===== src/rtl/bounding_box_pkg.sv =====
// bounding_box_pkg: shared defaults and FSM state encodings for the bounding box block
//   COORD_W_DEF   default coordinate width
//   BOX_COLOR_DEF default overlay colour
//   ARMING/RUN    FSM state encodings
package bounding_box_pkg;
  localparam int COORD_W_DEF = 11;
  localparam logic [23:0] BOX_COLOR_DEF = 24'hff0000;
  localparam logic [0:0] ARMING = 1'b0;
  localparam logic [0:0] RUN = 1'b1;
endpackage


===== src/rtl/bounding_box_if.sv =====
// bounding_box_if: video stream bundle (data enable, syncs, 24-bit pixel)
//   master drives de/h_sync/v_sync/pixel, slave receives them
interface bounding_box_if;
  logic de;
  logic h_sync;
  logic v_sync;
  logic [23:0] pixel;
  modport master(output de, h_sync, v_sync, pixel);
  modport slave(input de, h_sync, v_sync, pixel);
endinterface


===== src/rtl/bounding_box_delay.sv =====
// delay: WIDTH-bit shift register of DELAY stages with async reset
//   clk, rst  clock and async active-high reset
//   d, q      input and delayed output
module delay #(
  parameter int WIDTH = 1,
  parameter int DELAY = 1
) (
  input  logic             clk,
  input  logic             rst,
  input  logic [WIDTH-1:0] d,
  output logic [WIDTH-1:0] q
);
  logic [WIDTH-1:0] pipe [DELAY];
  always_ff @(posedge clk or posedge rst)
    if (rst) for (int i = 0; i < DELAY; i++) pipe[i] <= '0;
    else begin
      pipe[0] <= d;
      for (int i = 1; i < DELAY; i++) pipe[i] <= pipe[i-1];
    end
  assign q = pipe[DELAY-1];
endmodule


===== src/rtl/bounding_box_pixel_position_counter.sv =====
// pixel_position_counter: saturating x/y position of the current pixel plus v_sync rise detect
//   clk, rst  clock and async active-high reset
//   de        data enable; x counts active pixels, y counts de falling edges
//   v_sync    vertical sync; its rising edge clears y and is reported on v_rise
//   x, y      position of the pixel presented this cycle
module pixel_position_counter #(
  parameter int COORD_W = 11
) (
  input  logic               clk,
  input  logic               rst,
  input  logic               de,
  input  logic               v_sync,
  output logic [COORD_W-1:0] x,
  output logic [COORD_W-1:0] y,
  output logic               v_rise
);
  localparam logic [COORD_W-1:0] MAX = '1;
  logic de_q, vs_q;
  assign v_rise = v_sync & ~vs_q;
  always_ff @(posedge clk or posedge rst)
    if (rst) begin
      x <= '0;
      y <= '0;
      de_q <= 1'b0;
      vs_q <= 1'b0;
    end else begin
      de_q <= de;
      vs_q <= v_sync;
      x <= !de ? '0 : (x == MAX ? x : x + 1'b1);
      y <= v_rise ? '0 : (de_q && !de && y != MAX) ? y + 1'b1 : y;
    end
endmodule


===== src/rtl/bounding_box.sv =====
// bounding_box: per-frame bounding box of foreground pixels with optional outline overlay
//   clk, rst                   pixel clock, async active-high reset
//   vid_in                     input video (pixel bit 0 = foreground mask)
//   vid_out                    video delayed one cycle, overlay applied when enabled
//   x_min/x_max/y_min/y_max    box latched at the end of the last complete frame
//   box_valid                  latched frame contained foreground
//   frame_done                 one-cycle pulse when the latched box updates
//   BBOX_OVERLAY_EN            define to draw the previous frame's box in BOX_COLOR
module bounding_box
  import bounding_box_pkg::*;
#(
  parameter int          COORD_W   = COORD_W_DEF,
  parameter logic [23:0] BOX_COLOR = BOX_COLOR_DEF
) (
  input  logic               clk,
  input  logic               rst,
  bounding_box_if.slave      vid_in,
  bounding_box_if.master     vid_out,
  output logic [COORD_W-1:0] x_min,
  output logic [COORD_W-1:0] x_max,
  output logic [COORD_W-1:0] y_min,
  output logic [COORD_W-1:0] y_max,
  output logic               box_valid,
  output logic               frame_done
);
  logic [COORD_W-1:0] x, y, wx_min, wx_max, wy_min, wy_max;
  logic [2:0] sync_q;
  logic [0:0] state;
  logic v_rise, seen, fg, hit;
  pixel_position_counter #(.COORD_W(COORD_W)) u_pos (
    .clk(clk), .rst(rst), .de(vid_in.de), .v_sync(vid_in.v_sync),
    .x(x), .y(y), .v_rise(v_rise)
  );
  delay #(.WIDTH(3), .DELAY(1)) u_sync (
    .clk(clk), .rst(rst),
    .d({vid_in.de, vid_in.h_sync, vid_in.v_sync}), .q(sync_q)
  );
  assign {vid_out.de, vid_out.h_sync, vid_out.v_sync} = sync_q;
  assign fg = vid_in.de & vid_in.pixel[0];
  // working box; the first foreground pixel of a frame loads all four bounds
  always_ff @(posedge clk or posedge rst)
    if (rst) begin
      seen <= 1'b0;
      wx_min <= '0;
      wx_max <= '0;
      wy_min <= '0;
      wy_max <= '0;
    end else if (v_rise) begin
      seen <= 1'b0;
      wx_min <= '0;
      wx_max <= '0;
      wy_min <= '0;
      wy_max <= '0;
    end else if (fg) begin
      seen <= 1'b1;
      wx_min <= (!seen || x < wx_min) ? x : wx_min;
      wx_max <= (!seen || x > wx_max) ? x : wx_max;
      wy_min <= (!seen || y < wy_min) ? y : wy_min;
      wy_max <= (!seen || y > wy_max) ? y : wy_max;
    end
  // the first v_sync rise after reset only arms; later rises publish the frame
  always_ff @(posedge clk or posedge rst)
    if (rst) begin
      state <= ARMING;
      x_min <= '0;
      x_max <= '0;
      y_min <= '0;
      y_max <= '0;
      box_valid <= 1'b0;
      frame_done <= 1'b0;
    end else begin
      frame_done <= v_rise && state == RUN;
      if (v_rise) state <= RUN;
      if (v_rise && state == RUN) begin
        x_min <= wx_min;
        x_max <= wx_max;
        y_min <= wy_min;
        y_max <= wy_max;
        box_valid <= seen;
      end
    end
`ifdef BBOX_OVERLAY_EN
  logic on_col, on_row;
  assign on_col = (x == x_min || x == x_max) && y >= y_min && y <= y_max;
  assign on_row = (y == y_min || y == y_max) && x >= x_min && x <= x_max;
  assign hit = vid_in.de && box_valid && (on_col || on_row);
`else
  assign hit = 1'b0;
`endif
  always_ff @(posedge clk or posedge rst)
    if (rst) vid_out.pixel <= '0;
    else vid_out.pixel <= hit ? BOX_COLOR : vid_in.pixel;
endmodule


===== src/flat_wrapper.sv =====
// flat-port wrapper written by rule: the top's interface ports become plain ports
module bounding_box_flat import bounding_box_pkg::*;
#(
  parameter int          COORD_W   = COORD_W_DEF,
  parameter logic [23:0] BOX_COLOR = BOX_COLOR_DEF
)
  (clk, rst, x_min, x_max, y_min, y_max, box_valid, frame_done, vid_in_de, vid_in_h_sync, vid_in_v_sync, vid_in_pixel, vid_out_de, vid_out_h_sync, vid_out_v_sync, vid_out_pixel);
  bounding_box_if vid_in_i ();
  bounding_box_if vid_out_i ();
  input  logic clk;
  input  logic rst;
  output logic [COORD_W-1:0] x_min;
  output logic [COORD_W-1:0] x_max;
  output logic [COORD_W-1:0] y_min;
  output logic [COORD_W-1:0] y_max;
  output logic box_valid;
  output logic frame_done;
  input wire logic [$bits(vid_in_i.de)-1:0] vid_in_de;
  input wire logic [$bits(vid_in_i.h_sync)-1:0] vid_in_h_sync;
  input wire logic [$bits(vid_in_i.v_sync)-1:0] vid_in_v_sync;
  input wire logic [$bits(vid_in_i.pixel)-1:0] vid_in_pixel;
  output wire logic [$bits(vid_out_i.de)-1:0] vid_out_de;
  output wire logic [$bits(vid_out_i.h_sync)-1:0] vid_out_h_sync;
  output wire logic [$bits(vid_out_i.v_sync)-1:0] vid_out_v_sync;
  output wire logic [$bits(vid_out_i.pixel)-1:0] vid_out_pixel;
  assign vid_in_i.de = vid_in_de;
  assign vid_in_i.h_sync = vid_in_h_sync;
  assign vid_in_i.v_sync = vid_in_v_sync;
  assign vid_in_i.pixel = vid_in_pixel;
  assign vid_out_de = vid_out_i.de;
  assign vid_out_h_sync = vid_out_i.h_sync;
  assign vid_out_v_sync = vid_out_i.v_sync;
  assign vid_out_pixel = vid_out_i.pixel;
  bounding_box #(.COORD_W(COORD_W), .BOX_COLOR(BOX_COLOR)) u_core (.clk(clk), .rst(rst), .vid_in(vid_in_i), .vid_out(vid_out_i), .x_min(x_min), .x_max(x_max), .y_min(y_min), .y_max(y_max), .box_valid(box_valid), .frame_done(frame_done));
endmodule

===== config.mk =====
export PLATFORM = sky130hd
export DESIGN_NAME = bounding_box_flat
export DESIGN_NICKNAME = d
export VERILOG_FILES = /design/src/rtl/bounding_box_pkg.sv /design/src/rtl/bounding_box_if.sv /design/src/rtl/bounding_box_delay.sv /design/src/rtl/bounding_box_pixel_position_counter.sv /design/src/rtl/bounding_box.sv /design/src/flat_wrapper.sv
export SDC_FILE = /design/constraint.sdc
export NUM_CORES = 1
export LEC_CHECK = 0
export CAP_MARGIN = 20
export CORE_MARGIN = 1.5
export CORE_UTILIZATION = 50
export DETAILED_ROUTE_END_ITERATION = 10
export PLACE_DENSITY = 0.74
export SYNTH_ARGS = -nofsm -noshare
export SYNTH_HDL_FRONTEND = slang
export SYNTH_SLANG_ARGS = --single-unit

===== constraint.sdc =====
create_clock -name clk -period 5.5 [get_ports clk]
set_input_delay 1.1 -clock clk [delete_from_list [all_inputs] [get_ports clk]]
set_output_delay 1.1 -clock clk [all_outputs]
set_load 0.01 [all_outputs]

Word-level counts from Yosys, hierarchy flattened --
Index checks and enable logic that the tools add are counted. W data, S select, Z words.
Word-level totals: bits in registers 143, latch bits 0, memory bits (writable) 0, memory bits (read-only) 0, input port bits 29, output and inout port bits 73, logic and storage cells 67, memories kept 0
Operators by class: add/subtract/negate cells 2, $mul 0, div/mod/pow operators 0, $lt $le $gt $ge 4, equal/unequal tests 3, shift-type cells 0, mux-type cells 18, bitwise logic cells 3, reductions and logical operators 19
Operators with widths (count):
- $mux W11 | 16
- $add A11 B1 Y11 const B | 2
- $gt A11 B11 Y1 | 2
- $lt A11 B11 Y1 | 2
- $reduce_bool A2 Y1 | 6
- $eq A11 B11 Y1 const B | 1
- $ne A11 B11 Y1 const B | 1
- $reduce_and A2 Y1 | 4
- $logic_or A1 B1 Y1 | 4
- $logic_and A1 B1 Y1 | 3
- $and A1 B1 Y1 | 2
- $logic_not A1 Y1 | 2
- $mux W1 | 2
- $ne A2 B2 Y1 const B | 1
- $not A1 Y1 | 1

Logic depth before layout (Yosys ltp) --
word-level depth 5, depth in mapped cells 8, mapped depth without buffers 7

Modules after synthesis --
A second synthesis with hierarchy kept.
Unflattened totals: cells, all modules 705, area, all modules 7000.5 µm²
Modules (own cells, without submodules):
- bounding_box | times used 1, cells an instance 576, area an instance 5721.7 µm², sequential area each 2902.8 µm²
- pixel_position_counter | times used 1, cells an instance 125, area an instance 1199.9 µm², sequential area each 600.6 µm²
- delay | times used 1, cells an instance 4, area an instance 78.8 µm², sequential area each 75.1 µm²

Worst setup path after synthesis --
No wires, ideal clock.
path type input-to-reg, start point in vid_in_v_sync, end point reg u_core.wy_min[10], library setup time 0.140 ns, arrival 2.134 ns, data required time 5.360 ns, slack 3.225 ns, cell stages on the path 7, path buffers 2, cell sequence nand2b_1 buf_4 a21o_1 buf_2 nor3_1 a221oi_1 o221ai_2
On the way: cells in the longest elaborated chain, start to end 3, elaborated cells between the ends (all ways) 5, classes of those cells 1 x mux; 1 x bitwise; 3 x reduce/logical
RTL lines:
- start: declaration | line flat_wrapper.sv:20 | input wire logic [$bits(vid_in_i.v_sync)-1:0] vid_in_v_sync;
- $and A1 B1 Y1 * | line bounding_box_pixel_position_counter.sv:19 | assign v_rise = v_sync & ~vs_q;
- $reduce_bool A2 Y1 (no source line)
- $reduce_and A2 Y1 (no source line)
- end signal: assignment | line bounding_box.sv:58 | wy_min <= (!seen || y < wy_min) ? y : wy_min;
- end: declaration | line bounding_box.sv:26 | logic [COORD_W-1:0] x, y, wx_min, wx_max, wy_min, wy_max;
Every way passes the cells marked *; elsewhere a longest branch is shown, timed or not. A chain may end at the register's enable or synchronous reset.

Worst setup path after layout --
start point in vid_in_v_sync, end point reg u_core.wy_min[0]
Same word-level chain as after synthesis.

==> impl_metrics.prom <==
# TYPE chip_impl_metric gauge
chip_impl_metric{name="grt_overflow",unit=""} 0
chip_impl_metric{name="detailed_place_hpwl",unit="mm"} 12.1
chip_impl_info{name="hold_path.class",value="reg2reg"} 1
chip_impl_metric{name="ys_warn_count",unit=""} 0
chip_impl_metric{name="final_net_count",unit=""} 862
chip_impl_metric{name="post-route-drc-count",unit=""} 0
chip_impl_metric{name="route.detailed.vias_per_inst",unit=""} 5.87
chip_impl_info{name="r2r-start",value="u_core.u_pos.x[4]$_DFFE_PP0P_"} 1
chip_impl_info{name="rsz0062_at_grt",value="no"} 1
chip_impl_metric{name="timing.critical_path.slowest_cell_delay",unit="ps"} 650
chip_impl_metric{name="initial_antenna_violation_count",unit=""} 0
chip_impl_metric{name="arrival_time_at_the_worst_endpoint",unit="ps"} 3480
chip_impl_metric{name="power_switching_share",unit="%"} 30.3
chip_impl_info{name="critPathLaunch",value="vid_in_v_sync"} 1
chip_impl_info{name="cts.root.buffer_cell",value="sky130_fd_sc_hd__clkbuf_16"} 1
chip_impl_info{name="run_status",value="finished clean"} 1
chip_impl_metric{name="timing.critical_path.fanout_max",unit=""} 28
chip_impl_info{name="timing.critical_path.slowest_stage_cell",value="sky130_fd_sc_hd__a21o_1"} 1
chip_impl_metric{name="numCtsBuffers",unit=""} 17
chip_impl_metric{name="timing.setup.tns",unit="ps"} 0
chip_impl_metric{name="maxSlewHeadroom",unit="%"} 27.9
chip_impl_metric{name="post-route-min-period",unit="ps"} 3200
chip_impl_metric{name="synth-edff-count",unit=""} 0
chip_impl_metric{name="slew_violations",unit=""} 0
chip_impl_metric{name="cts_max_level",unit=""} 4
chip_impl_metric{name="stdcell_count",unit=""} 982
chip_impl_info{name="most-common-layout-cells",value="sky130_fd_sc_hd__dfrtp_1 (141), sky130_fd_sc_hd__clkdlybuf4s50_1 (101), sky130_fd_sc_hd__nand2_1 (83)"} 1
chip_impl_metric{name="r2r_slack",unit="ps"} 2980
chip_impl_metric{name="clkLatencyLatePin",unit="ps"} 430
chip_impl_metric{name="total_wire_length_after_detailed_routing",unit="mm"} 17.1
chip_impl_metric{name="fp-row-count",unit=""} 43
chip_impl_metric{name="fin_worst_skew",unit="ps"} 8.24
chip_impl_metric{name="detailroute.via_count",unit=""} 5768
chip_impl_metric{name="initial_core_util",unit="%"} 51.6
chip_impl_metric{name="grt_pass1_vias",unit=""} 5502
chip_impl_metric{name="p_seq_share",unit="%"} 40.9
chip_impl_metric{name="grt_max_degree",unit=""} 110
chip_impl_metric{name="drtIter0Drc",unit=""} 462
chip_impl_metric{name="detail_route.first_pass.iterations",unit=""} 6
chip_impl_metric{name="cts_sinks",unit=""} 141
chip_impl_metric{name="timing.fmax",unit="GHz"} 0.313
chip_impl_metric{name="synth_area",unit="um^2"} 7250
chip_impl_metric{name="ys_seq_elements",unit=""} 141
chip_impl_metric{name="power_density",unit="nW/um^2"} 321
chip_impl_metric{name="global_route.usage.total",unit="%"} 23.6
chip_impl_metric{name="wl_per_cell",unit="um"} 17.4
chip_impl_metric{name="drive_gt1_share",unit="%"} 10.6
chip_impl_metric{name="synth_cell_types",unit=""} 48
chip_impl_info{name="cp_top_family",value="compound AO/OA/AOI/OAI gates"} 1
chip_impl_metric{name="fin_hold_ws",unit="ps"} 480
chip_impl_metric{name="cts-root-to-sink-buffers",unit=""} 2
chip_impl_metric{name="antenna_left",unit=""} 0
chip_impl_metric{name="fin_crit_sh",unit="%"} 58.2
chip_impl_info{name="final_common_cell",value="sky130_fd_sc_hd__dfrtp_1"} 1
chip_impl_metric{name="chip_height",unit="um"} 123
chip_impl_metric{name="cts_setup_buffers",unit=""} 0
chip_impl_metric{name="dp.cells",unit=""} 948
chip_impl_metric{name="syn_to_final_growth",unit="%"} 23.5
chip_impl_metric{name="netSwitchingPower",unit="mW"} 0.872
chip_impl_info{name="endpoint_class_of_the_critical_path",value="register"} 1
chip_impl_metric{name="critPathBufInv",unit=""} 3
chip_impl_metric{name="core-area",unit="um^2"} 14000
chip_impl_metric{name="finalHoldViolations",unit=""} 0
chip_impl_metric{name="dieWidth",unit="um"} 123
chip_impl_metric{name="ioPinCount",unit=""} 102
chip_impl_metric{name="antenna_cells_inserted",unit=""} 0
chip_impl_metric{name="cts_resized",unit=""} 0
chip_impl_metric{name="layout_setup_ws",unit="ps"} 2300
chip_impl_metric{name="clk_pin_slew",unit="ps"} 60
chip_impl_info{name="critPathLaunchType",value="primary input"} 1
chip_impl_info{name="crit_path_cells",value="clkdlybuf4s50_1 -> nand2b_1 -> buf_4 -> a21o_1 -> nor2_1 -> buf_6 -> a221oi_2 -> o221ai_2"} 1
chip_impl_metric{name="place_worst_setup_slack",unit="ps"} 1670
chip_impl_info{name="clock_tree_from_tritoncts",value="yes"} 1
chip_impl_metric{name="clkPwrFrac",unit="%"} 37.4
chip_impl_info{name="dominantRegCellSynth",value="sky130_fd_sc_hd__dfrtp_1"} 1
chip_impl_metric{name="p_leak",unit="nW"} 4.02
chip_impl_info{name="holdCritStartpoint",value="u_core.x_max[7]$_DFFE_PP0P_"} 1
chip_impl_info{name="worst-setup-path-type",value="in2reg"} 1
chip_impl_metric{name="worst_path_required",unit="ps"} 5780
chip_impl_metric{name="grt_first_pass_wirelength",unit="mm"} 27.4
chip_impl_metric{name="synthCells",unit=""} 697
chip_impl_metric{name="avg_cell_area_syn",unit="um^2"} 10.4
chip_impl_metric{name="slew_at_the_pin_with_the_worst_max_slew_slack",unit="ps"} 1080
chip_impl_metric{name="share_of_power_burned_in_combinational_logic",unit="%"} 21.7
chip_impl_metric{name="gp_congestion",unit=""} 0.943
chip_impl_metric{name="power.ir.vdd_worst",unit="mV"} 0.243
chip_impl_metric{name="port_buffers",unit=""} 101
chip_impl_metric{name="number_of_nets_in_the_synthesized_netlist",unit=""} 770
chip_impl_metric{name="finalSetupViolCount",unit=""} 0
chip_impl_metric{name="cts_hold_buf",unit=""} 0
chip_impl_metric{name="die_area",unit="um^2"} 15200
chip_impl_metric{name="max-cap-violations",unit=""} 0
chip_impl_metric{name="num-fill-cells",unit=""} 1045
chip_impl_metric{name="seq_area_frac_synth",unit="%"} 48.7
chip_impl_metric{name="p_int",unit="mW"} 2.01
chip_impl_metric{name="postSynth.asyncResetShare",unit="%"} 100
through the flow:
stage               power (mW)  utilization (%)  cell area (um^2)
floorplan                 1.65                -              7250
global placement          1.78             59.6              8370
finish                    2.88             63.8              8960
detailed placement        1.81             59.7              8380
global route              3.02             63.8              8960
CTS                       2.90             63.6              8940
synthesized netlist by cell type, drive strengths merged, types with 3 or more instances:
master / instances / area share (%)
a21o: 6 / 0.62
a21oi: 14 / 0.97
a221oi: 24 / 5.0
a31oi: 5 / 0.52
and3: 4 / 0.35
and4: 5 / 0.60
buf: 21 / 1.9
clkbuf: 20 / 1.1
dfrtp: 141 / 49
ha: 44 / 7.6
inv: 48 / 2.5
mux2i: 26 / 3.6
nand2: 84 / 4.3
nand2b: 6 / 0.52
nand3: 29 / 2.0
nand4: 11 / 0.95
nor2: 54 / 2.8
nor2b: 3 / 0.26
nor3: 24 / 1.7
o211a: 22 / 3.0
o21ai: 49 / 3.4
o221ai: 22 / 3.6
xnor2: 7 / 0.85
xor2: 6 / 0.72
metal layers:
metal	vias to the layer above	GRT usage (%)	share of wire, %	wire length, um
li1	2685	-	-	-
met1	2845	33.9	46	7830
met2	206	34.9	46	7800
met3	32	5.26	6.3	1090
met4	0	9.12	2.4	408
met5	-	0	0	0
path summary, 6_finish.rpt:
kind                                                      endpoint  cells after the start
max in group asynchronous             u_core.wy_min[4]$_DFFE_PP0P_                      3
min in group asynchronous       u_core.vid_out.pixel[13]$_DFF_PP0_                      2
worst max register to register       u_core.wx_min[10]$_DFFE_PP0P_                      6
worst min register to register         u_core.x_max[7]$_DFFE_PP0P_                      2
worst max-delay path                  u_core.wy_min[0]$_DFFE_PP0P_                      8
worst min-delay path                   u_core.x_max[7]$_DFFE_PP0P_                      2
worst min-delay path: stages, from the launching register on:
cell and delay (ps):
sky130_fd_sc_hd__dfrtp_1 340, sky130_fd_sc_hd__nand2_1 50, sky130_fd_sc_hd__o21ai_0 60
cell families (layout without fill, tap and decap cells):
logic type      count (synthesis)  count (layout)  synth area share (%)
simple gates                  227             227                  14.2
compound gates                154             154                  18.6
flops                         141             141                  48.7
buf+inv                        90             195                  5.52
fa+ha+maj                      44              44                  7.59
mux                            28              28                  3.90
xor+xnor                       13              13                  1.57
layout make-up:
cell class	count	area [um^2]	area share (%)
clock buffers	19	443	4.95
multi-input cells	466	3340	37.3
repair buffers	114	1120	12.5
inverters	49	189	2.11
clock inverters	13	116	1.30
flip-flops and latches	141	3530	39.4
well taps	180	225	2.51
sequential cells by signal, indices dropped and copies added, names as in the netlist, 2 cells and up:
register and flops:
u_core.wy_max 11, u_core.x_min 11, u_core.wx_min 11, u_core.u_pos.x 11, u_core.wy_min 11, u_core.y_min 11, u_core.vid_out.pixel 24, u_core.wx_max 11
u_core.x_max 11, u_core.u_sync.q 2, u_core.u_pos.y 11, u_core.y_max 11
power groups by stage:
| stage | registers, mW | logic (mW) | clock network (mW) |
|---|---|---|---|
| 5_1_grt | 1.19 | 0.684 | 1.15 |
| 2_1_floorplan | 1.20 | 0.451 | 0 |
| 3_5_place_dp | 1.19 | 0.620 | 0 |
| 6_report | 1.18 | 0.624 | 1.08 |
| 4_1_cts | 1.18 | 0.625 | 1.09 |
| 3_3_place_gp | 1.19 | 0.591 | 0 |
No activity file was read; power rests on OpenSTA's default activity.
